===== config.mk =====
export PLATFORM = sky130hd
export DESIGN_NAME = id_ex_hazard_stage
export DESIGN_NICKNAME = d
export VERILOG_FILES = /design/src/rtl/id_ex_hazard_stage.sv
export SDC_FILE = /design/constraint.sdc
export NUM_CORES = 1
export LEC_CHECK = 0
export BUFFER_PORTS_ARGS = -buffer_cell sky130_fd_sc_hd__buf_2
export CAP_MARGIN = 25
export CORE_AREA = 2 2 185 187
export CTS_CLUSTER_SIZE = 30
export DETAILED_ROUTE_END_ITERATION = 10
export DIE_AREA = 0 0 187 189
export GPL_TIMING_DRIVEN = 0
export SYNTH_ARGS = -nofsm -noshare
export SYNTH_HDL_FRONTEND = slang
export SYNTH_SLANG_ARGS = --single-unit

===== constraint.sdc =====
create_clock -name clk -period 5.6 [get_ports clk]
set_input_delay 0.56 -clock clk [delete_from_list [all_inputs] [get_ports clk]]
set_output_delay 0.56 -clock clk [all_outputs]
set_load 0.05 [all_outputs]

===== src/rtl/id_ex_hazard_stage.sv =====
// id_ex_hazard_stage: DLX ID/EX boundary register with operand forwarding,
// load-use bubble insertion, ID-level jump target and a stall-cycle counter.
// Ports: clk/reset_n (sync, active-low); id_* decoded instruction and RF data;
// flush_ex, ex_ready from EX; ex_result, mem_*, wb_* forwarding sources;
// stall_id, jump_id/jump_target to IF/ID; ex_* registered bundle; stall_cnt.
module id_ex_hazard_stage #(
    parameter int XLEN   = 32,
    parameter int REG_W  = 5,
    parameter int CTRL_W = 8,
    parameter int CNT_W  = 16
) (
    input  logic              clk,
    input  logic              reset_n,
    input  logic              id_valid,
    input  logic [REG_W-1:0]  id_rs1,
    input  logic [REG_W-1:0]  id_rs2,
    input  logic              id_use1,
    input  logic              id_use2,
    input  logic [REG_W-1:0]  id_rd,
    input  logic              id_load,
    input  logic [CTRL_W-1:0] id_ctrl,
    input  logic [XLEN-1:0]   id_pc,
    input  logic [XLEN-1:0]   id_imm,
    input  logic [XLEN-1:0]   id_s1,
    input  logic [XLEN-1:0]   id_s2,
    input  logic              id_jump,
    input  logic              id_jreg,
    input  logic              flush_ex,
    input  logic              ex_ready,
    input  logic [XLEN-1:0]   ex_result,
    input  logic              mem_valid,
    input  logic              mem_load,
    input  logic              mem_ready,
    input  logic [REG_W-1:0]  mem_rd,
    input  logic [XLEN-1:0]   mem_data,
    input  logic              wb_valid,
    input  logic [REG_W-1:0]  wb_rd,
    input  logic [XLEN-1:0]   wb_data,
    output logic              stall_id,
    output logic              jump_id,
    output logic [XLEN-1:0]   jump_target,
    output logic              ex_valid,
    output logic              ex_load,
    output logic [REG_W-1:0]  ex_rd,
    output logic [REG_W-1:0]  ex_rs1,
    output logic [REG_W-1:0]  ex_rs2,
    output logic [CTRL_W-1:0] ex_ctrl,
    output logic [XLEN-1:0]   ex_pc,
    output logic [XLEN-1:0]   ex_imm,
    output logic [XLEN-1:0]   ex_s1,
    output logic [XLEN-1:0]   ex_s2,
    output logic [CNT_W-1:0]  stall_cnt
);

    logic [1:0][REG_W-1:0] rs;
    logic [1:0][XLEN-1:0]  rf;
    logic [1:0][XLEN-1:0]  fwd;
    logic [1:0]            src_use;
    logic [1:0]            ex_hit;
    logic [1:0]            mem_hit;
    logic [1:0]            wb_hit;
    logic [1:0]            haz_src;
    logic                  hazard;
    logic                  cnt_inc;

    assign rs      = {id_rs2, id_rs1};
    assign rf      = {id_s2, id_s1};
    assign src_use = {id_use2, id_use1};

    // A zero source index can never hit, so rd = 0 never forwards or stalls.
    always_comb begin
        ex_hit  = '0;
        mem_hit = '0;
        wb_hit  = '0;
        haz_src = '0;
        fwd     = '0;
        for (int i = 0; i < 2; i++) begin
            ex_hit[i]  = ex_valid && (ex_rd == rs[i]) && (rs[i] != '0);
            mem_hit[i] = mem_valid && (mem_rd == rs[i]) && (rs[i] != '0);
            wb_hit[i]  = wb_valid && (wb_rd == rs[i]) && (rs[i] != '0);
            haz_src[i] = src_use[i]
                       && ((ex_hit[i] && ex_load)
                       ||  (mem_hit[i] && mem_load && !mem_ready));
            if (rs[i] == '0)
                fwd[i] = '0;
            else if (ex_hit[i] && !ex_load)
                fwd[i] = ex_result;
            else if (mem_hit[i] && (!mem_load || mem_ready))
                fwd[i] = mem_data;
            else if (wb_hit[i])
                fwd[i] = wb_data;
            else
                fwd[i] = rf[i];
        end
    end

    assign hazard   = id_valid && (|haz_src);
    assign stall_id = id_valid && !flush_ex && (hazard || !ex_ready);

    // Back-pressure stalls are not counted, even when a hazard coincides.
    assign cnt_inc  = hazard && !flush_ex && ex_ready;

    assign jump_id     = id_jump && id_valid && !stall_id && !flush_ex;
    assign jump_target = id_jreg ? fwd[0] : id_pc + id_imm;

    always_ff @(posedge clk) begin
        if (!reset_n || flush_ex) begin
            ex_valid <= 1'b0;
            ex_load  <= 1'b0;
            ex_rd    <= '0;
            ex_rs1   <= '0;
            ex_rs2   <= '0;
            ex_ctrl  <= '0;
            ex_pc    <= '0;
            ex_imm   <= '0;
            ex_s1    <= '0;
            ex_s2    <= '0;
        end else if (!ex_ready) begin
            ex_valid <= ex_valid;
        end else if (hazard) begin
            ex_valid <= 1'b0;
            ex_rd    <= '0;
        end else begin
            ex_valid <= id_valid;
            ex_load  <= id_load;
            ex_rd    <= id_rd;
            ex_rs1   <= id_rs1;
            ex_rs2   <= id_rs2;
            ex_ctrl  <= id_ctrl;
            ex_pc    <= id_pc;
            ex_imm   <= id_imm;
            ex_s1    <= fwd[0];
            ex_s2    <= fwd[1];
        end
    end

    always_ff @(posedge clk) begin
        if (!reset_n)
            stall_cnt <= '0;
        else if (cnt_inc && (stall_cnt != '1))
            stall_cnt <= stall_cnt + CNT_W'(1);
    end

endmodule


==> run metrics, run 1 <==
status completed; DIE WIDTH 187 um; setup bufs post-CTS 0; clock latency at the later pin of the worst-skew pair 0.44 ns; final wirelength 48.7 mm; type of origin of the critical path input port; Worst-path clk slew 0.07 ns; Post-synth top flop dfxtp_1; TNS Setup 0 ns; DP Worst Slack 1.30 ns; share of cells above drive strength 1 31.3%; worst setup margin around 1.2 ns; area taken by multi-input logic gates 6460 um2; Worst slew margin 26.9%; Post-synth EDFFs 0; commonest non-fill, non-tap cell in the layout buf_2; CP Class in2out; Num CTS Buffers 17; Die ar. 35300 um2; Arrival @ worst endpoint 3.83 ns; gpl congestion 0.979; Synth cell types 57; Final Hold Fails 0; Max Slew Vio Count 0; FP Rows 67; Final min period between 4 and 5 ns; maxcap violations 0; port buffer count 470; unrepaired setup endpoints after global routing false; Initial Utilization 30.9%; initial antenna violation count 5; Final ANT Viol Nets 0; drt first pass iters 5; CTS root buffer clkbuf_16; Total Nets Final 2094; VDD IR max 0.000189 V; Crit Path Max Fanout 10; Avg Inst Size Synth 7.93 um2; num ports 474; total grt overflow 0; f_max around 230 MHz; fillers roughly 3600; Clock Sinks 169; Avg WL per Cell 21.6 um; worst min path class in2reg; total track usage 26.4%; synthesized net count about 1600; pin count of the biggest net entering global routing 17; Synth async-reset ratio 0%; final worst clock skew 0.0113 ns; Core Region between 30000 and 40000 um2; PostCTS Resize Cnt 0; CP Capture Type primary output; Vias 11622; PD cells 248 nW/um2; WP data required 5.04 ns; Area Overhead vs Synth 34.0%; dpl hpwl 40.2 mm; H-tree depth 4; Lkg Pwr around 0.006 uW; first-pass GRT wire length 69.9 mm; Gate Count Post-Synth 1297; CTS Hold Bufs 0; Ys Warns 0; final setup fails 0; DRC 0; CTS tree built; Worst-Margin Slew 1.09 ns; Cell Area, Synth 10300 um2; flops & latches, synth 169; register area between 3000 and 4000 um2; commonest non-fill, non-tap cells in the layout buf_2, nand2_1, dfxtp_1; drt via density 5.16; post-synthesis sequential area ratio 32.9%; Final Cycle Share 78.5%; vias in the first global route 11310; buffer levels on the longest clock path 2; DRT iter0 DRCs between 700 and 800; chip height roughly 190 um
==> sequential cells by signal (all words and copies together) (netlist names) <==
name	cells
ex_ctrl	8
stall_cnt	16
ex_s1	32
ex_load	1
ex_rd	5
ex_s2	32
ex_rs1	5
ex_rs2	5
ex_pc	32
ex_valid	1
ex_imm	32
==> per-stage QoR <==
| stage | instance area, um2 | hold slack [ns] | power, uW | util (%) | cells |
|---|---|---|---|---|---|
| after CTS | 13800 | 0.333 | 3450 | 41.3 | 2247 |
| after global routing | 13800 | 0.352 | 3560 | 41.4 | 2253 |
| after global placement | 13200 | 0.440 | 2270 | 39.6 | 2215 |
| final | 13800 | 0.357 | 3420 | 41.4 | 2254 |
| after detailed placement | 13200 | 0.443 | 2270 | 39.7 | 2218 |
| after floorplan | 10300 | 0.675 | 1910 | - | 1297 |
==> synth_stat cells, types with 2 or more instances <==
cell         n  area [um2]
o21ai_1      3        15.0
ha_1        32         400
buf_1        2        7.51
o31ai_1      3        22.5
nor4_2       2        25.0
a21boi_0     2        15.0
o21bai_1     2        15.0
and3_1       9        56.3
xor2_1      14         123
nor3_1      18        90.1
nor2_1      97         364
a211o_1      4        35.0
or3_1        5        31.3
o21ai_0     59         295
and2_1      18         113
o21a_1       7        52.6
or4_4        2        22.5
nand2_1    255         957
a21oi_1    166         831
o2bb2ai_2   30         450
nor4_1       8        50.1
nand3_1     10        50.1
dfxtp_1    169        3380
nand4_1     18         113
a22oi_1     13        97.6
nor2b_1      8        50.1
buf_6        3        33.8
xnor2_1     55         482
mux2i_1     99         991
nand2b_1    11        68.8
a41oi_1      3        26.3
clkbuf_1    65         244
nor2_4       2        22.5
a211oi_1    17         128
o211a_1      2        20.0
a21o_1      11        82.6
a22o_1      19         166
o2bb2ai_1    3        26.3
inv_1       11        41.3
buf_2       21         105
and4_1       2        17.5
a31oi_1      2        12.5
==> cells by family (layout without fill, tap and decap cells) <==
kind of cell	count (synthesis)	count (layout)	share of synthesized area, %
xor gates and xnor gates	69	69	5.88
other	0	6	0
AOI/OAI and AO/OA	357	357	23.2
buffers and inverters	102	605	4.20
muxes	99	99	9.64
adders and majority gates	33	33	4.09
DFF	169	169	32.9
and+or+nand+nor	468	468	20.0
==> per-layer routing <==
metal	track usage, %	share of wire, %	up-vias	wire [um]
met3	5.47	6.7	65	3270
met4	9.28	3.0	0	1440
met1	34.0	44	5506	21200
met2	43.8	47	485	22700
li1	-	-	5566	-
met5	0	0	-	0
==> final timing paths <==
kind / startpoint / to / slack, ns / depth (start not counted)
setup / recovery: id_rs1[4] / jump_target[15] / 1.21 / 11
hold / removal: id_rd[1] / ex_rd[1] / 0.36 / 3
setup reg to reg: ex_rd[2] / ex_imm[26] / 2.21 / 10
hold reg to reg: ex_imm[29] / ex_imm[29] / 0.45 / 2
==> layout make-up <==
class,instances,share of cell area [%]
antenna,6,0.109
multi-input combinational,1026,46.9
clock buffer,20,3.17
clock inverter,9,0.754
sequential,169,24.6
inverter,11,0.300
tap,448,4.07
buffer,91,2.83
timing repair buffer,474,17.3
==> critical path, stage by stage <==
cell      delay [ns]
clkbuf_1        0.36
xnor2_1         0.18
nand4_1         0.13
nor4_2          0.83
buf_2           0.55
mux2i_1         0.15
o21ai_0         0.18
a22o_1          0.30
nand2_1         0.13
o31ai_1         0.10
buf_2           0.32
==> power breakdown <==
part	total (uW)	switching (uW)	leakage, uW	internal [uW]
Sequential	1260	22.1	0.00138	1240
Clock	1170	522	0.000261	648
Combinational	990	689	0.00453	302
Power figures use the tool's default switching activity.
==> run 2, diff against run 1 <==
Settings changed: CORE_AREA 2 2 185 187 to 2 2 183 185, DIE_AREA 0 0 187 189 to 0 0 185 187.
Clock period 5.6 ns to 4.1 ns, I/O delays scaled along.
==> run 2 against run 1 <==
Net effect: die area is 2.1% lower; non-clock buffer count is 1 higher; core utilization is 0.89 points higher; largest power group is now the clock network; first-iteration DRC count is 1.9% higher.
==> run metrics, run 2 (synthesis gave the netlist of run 1 again) <==
slowest stage cell, crit path nor4b_4; worst hold stages 3; Max Slew Vio Count 0; Arrival @ worst endpoint 3.54 ns; port buffer count between 400 and 500; share of cells above drive strength 1 31.7%; initial antenna violation count 3; hold_sp id_rd[0]; Worst slew margin 30.5%; commonest non-fill, non-tap cells in the layout buf_2, nand2_1, dfxtp_1; unrepaired setup endpoints after global routing true; most used cell, CP clkbuf_1; vias in the first global route 11375; dpl hpwl roughly 40 mm; final worst clock skew about 0.015 ns; Crit Path Max Fanout 10; drt via density a little over 5; hold path endpoint ex_rd[0]; CTS Hold Bufs 0; Worst-path clk slew 0.07 ns; Final min period 3.95 ns; Final Cycle Share 96.4%; CP cell instances clkbuf_1, xnor2_1, nand4_1, nor4b_4, clkbuf_1, o21ai_0, a22oi_1, a21oi_1, buf_2; commonest non-fill, non-tap cell in the layout buf_2; FP Rows 67; CP Class in2out; DIE WIDTH 185 um; non-filler instance count after layout 2255; buffer levels on the longest clock path 2; DRC 0; Num CTS Buffers 17; H-tree depth 4; chip height 187 um; maxcap violations 0; final setup fails 0; Vias 11594; hold_ws roughly 0.19 ns; Initial Utilization 31.3%; Core Region 32900 um2; WP data required around 3.7 ns; CTS root buffer clkbuf_16; Total Nets Final between 2000 and 2500; num ports ~470; Die ar. approximately 35000 um2; final wirelength 48.4 mm; Critical Path Max Stage Delay 0.72 ns; setup slack, reg-to-reg 0.72 ns; Worst-Margin Slew 1.03 ns; gpl congestion 0.982; CP Capture Type primary output; internal power of the cells 3160 uW; Clock Sinks 169; Switching Share 35.5%; total track usage 27.4%; clock power share 37.0%; Psw 1740 uW; Area Overhead vs Synth 35.2%; Placed Cells between 2000 and 2500; Gate power share between 20 and 30%; drt first pass iters 5; DRT iter0 DRCs 759; pin count of the biggest net entering global routing 17; clock latency at the later pin of the worst-skew pair 0.46 ns; type of origin of the critical path input port; RR Startpoint ex_rd[0]; Lkg Pwr 0.00623 uW; f_max between 200 and 300 MHz; VDD IR max 0.000276 V; first-pass GRT wire length between 70 and 80 mm; CTS tree built; status completed; Final Hold Fails 0; PD cells approximately 350 nW/um2; Avg WL per Cell roughly 21 um; worst r2r path cells 10; worst min path class in2reg; TNS Setup 0 ns; Final ANT Viol Nets 0; total grt overflow 0; R2R Path End ex_imm[26]; sequential power share about a third
==> run 2: metrics by stage <==
step           utilization (%)  instance area, um2  power (uW)  worst slack (ns)
2_1_floorplan                -               10300        2610             0.284
3_3_place_gp              40.1               13200        3100            -0.134
3_5_place_dp              40.2               13200        3110           -0.0864
4_1_cts                   42.2               13900        4920             0.147
5_1_grt                   42.3               13900        5090           -0.0152
6_report                  42.3               13900        4890             0.147
==> run 2: worst max path at each step <==
stage,from,slack (ns),cells after the start,endpoint
global route,id_pc[0],-0.02,13,jump_target[20]
floorplan,id_pc[0],0.28,11,jump_target[24]
detailed placement,id_rs1[4],-0.09,10,jump_target[14]
global placement,id_rs1[4],-0.13,10,jump_target[14]
CTS,id_rs1[4],0.15,10,jump_target[14]
finish,id_rs1[4],0.15,9,jump_target[14]
==> run 2: worst max-delay path, delay by kind of cell <==
kind / cells / cell delay (ns)
AOI/OAI and AO/OA: 3 / 0.93
buffers and inverters: 3 / 1.03
xor gates and xnor gates: 1 / 0.17
and+or+nand+nor: 2 / 0.97
==> run 2: routing by layer <==
layer  GRT usage (%)  up-vias  share of wire [%]
met1            33.6     5474                 42
met3            7.11       80                8.0
met4            12.1        0                3.9
met5               0        -                  0
met2            44.9      474                 46
li1                -     5566                  -
==> run 2: power by group through the flow <==
stage          Sequential, uW  Clock, uW  Combinational, uW
2_1_floorplan            1940          0                672
3_3_place_gp             1760          0               1340
3_5_place_dp             1760          0               1350
4_1_cts                  1720       1850               1350
5_1_grt                  1730       1920               1450
6_report                 1720       1810               1360
==> run 2: repair_timing <==
item / CTS / global route
gates resized for setup: 2 / 0
setup endpoints to repair: 7 / 4
pin swaps: 0 / 1
setup buffers: 0 / 3
==> run 2: layout make-up <==
class / instances / area [um2]
multi-input combinational: 1026 / 6480
buffer: 91 / 390
tap: 448 / 561
timing repair buffer: 475 / 2380
clock inverter: 14 / 208
antenna: 3 / 7.51
clock buffer: 18 / 439
inverter: 11 / 41.3
sequential: 169 / 3380
fill: 3486 / 19000
==> run 3, diff against run 2 <==
Settings changed: CORE_AREA 2 2 183 185 to 5 5 181 183, DIE_AREA 0 0 185 187 to 0 0 186 188, PLACE_DENSITY_LB_ADDON set to 0.15.
==> run 3 against run 2 <==
Net effect: global-route usage shrank 1.2 points; maximum frequency grew 0.54%; register-to-register slack gained 0.10 ns; non-clock buffer count shrank 2; worst hold slack gained 0.0074 ns; count of clock-buffer cells in the layout shrank 1; setup slack gained 0.021 ns; critical endpoint is now jump_target[0]; largest cell class unchanged; highest routed layer unchanged.
==> run metrics, run 3 (synthesis gave the netlist of run 1 again) <==
H-tree depth 4; Vias between 10000 and 15000; most used cell, CP clkbuf_1; maxcap violations 0; Crit Path Max Fanout 10; PD cells about 340 nW/um2; worst r2r path cells 10; Initial Utilization between 30% and 40%; hold_sp id_rd[1]; hold path endpoint ex_rd[1]; PostCTS Resize Cnt 0; FP Rows between 60 and 70; initial antenna violation count 4; first-pass GRT wire length approximately 70 mm; Worst-path clk slew about 0.070 ns; DIE WIDTH 186 um; Die ar. 35000 um2; Core Region 31100 um2; Worst-Margin Slew 0.880 ns; RR Startpoint ex_rd[4]; gpl congestion approximately 0.94; CTS tree built; share of cells above drive strength 1 31.6%; final setup fails 0; CP Capture Type primary output; CP cell instances clkbuf_1, xnor2_1, nand4_1, nor4b_2, buf_4, clkbuf_1, o21ai_0, a22oi_1, a21oi_1, buf_2; Total Nets Final 2093; R2R Path End ex_imm[28]; total grt overflow 0; DRT iter0 DRCs 772; Num CTS Buffers 17; total track usage 26.2%; dpl hpwl 40.3 mm; port buffer count 470; worst hold stages 3; vias in the first global route 11375; type of origin of the critical path input port; Final Hold Fails 0; CP Class in2out; Max Slew Vio Count 0; clock latency at the later pin of the worst-skew pair ~0.44 ns; Area Overhead vs Synth 33.4%; num ports 474; Final Cycle Share 95.9%; final worst clock skew 0.0116 ns; VDD IR max 0.000247 V; chip height 188 um; unrepaired setup endpoints after global routing false; Avg WL per Cell 21.9 um; Final ANT Viol Nets 0; worst min path class in2reg; slowest stage cell, crit path nor4b_2; setup bufs post-CTS 0; CTS root buffer clkbuf_16; drt first pass iters 5; drt via density 5.19; commonest non-fill, non-tap cells in the layout buf_2, nand2_1, dfxtp_1; f_max 254 MHz; Arrival @ worst endpoint 3.52 ns; Final min period slightly below 4 ns; status completed; CTS Hold Bufs 0; WP data required 3.69 ns; Worst slew margin 40.9%; setup slack, reg-to-reg 0.82 ns; Finished Core Util 44.1%; pin count of the biggest net entering global routing 17; Critical Path Max Stage Delay 0.54 ns; Lkg Pwr between 0.006 and 0.007 uW; Clock Sinks 169; final wirelength 48.3 mm; commonest non-fill, non-tap cell in the layout buf_2; buffer levels on the longest clock path 2; hold_ws 0.198 ns; DRC 0
run 3: changes by cell type in the layout (fill, tap and decap cells not counted), sizes merged:
cell      delta
clkbuf       -1
clkinv       +3
buf          -2
diode        +1
clkinvlp     +2
bufinv       -4
run 3: power breakdown:
group / switching, uW / total (uW) / internal [uW]
logic: 937 / 1350 / 411
registers: 31.1 / 1720 / 1690
clock network: 766 / 1550 / 786
total: 1730 / 4620 / 2890
run 3: how the worst max path moves through the flow:
stage          startpoint               to
2_1_floorplan    id_pc[0]  jump_target[24]
3_3_place_gp    id_rs1[4]  jump_target[20]
3_5_place_dp    id_rs1[4]   jump_target[2]
4_1_cts         id_rs1[4]   jump_target[2]
5_1_grt          id_pc[0]  jump_target[24]
6_report        id_rs1[4]   jump_target[0]
run 3: layout make-up:
class,instances,area (um2)
Fill cell,3348,17400
Multi-Input combinational cell,1026,6470
Sequential cell,169,3380
Timing Repair Buffer,473,2370
Tap cell,402,503
Clock buffer,17,425
Buffer,91,390
Clock inverter,15,118
Inverter,11,41.3
Antenna cell,4,10.0
run 3: layer usage:
metal,global-route usage [%],wire length [um]
met1,33.6,20600
met4,5.94,790
met2,45.0,23500
met5,0,0
met3,5.66,3480
run 3: critical path, delay by kind of cell:
kind	cells	cell delay (ns)
and+or+nand+nor	2	0.70
buffers and inverters	4	1.40
xor gates and xnor gates	1	0.18
AOI/OAI and AO/OA	3	0.82
run 3: stage by stage:
stage	TNS [ns]	total power (uW)	cell area, um2	cells	setup WS (ns)
floorplan	0	2610	10300	1297	0.284
global placement	-1.86	3100	13100	2169	-0.153
finish	0	4620	13700	2208	0.168
detailed placement	0	3110	13200	2172	0.0467
global route	0	4820	13700	2208	0.0155
CTS	0	4660	13700	2204	0.0436
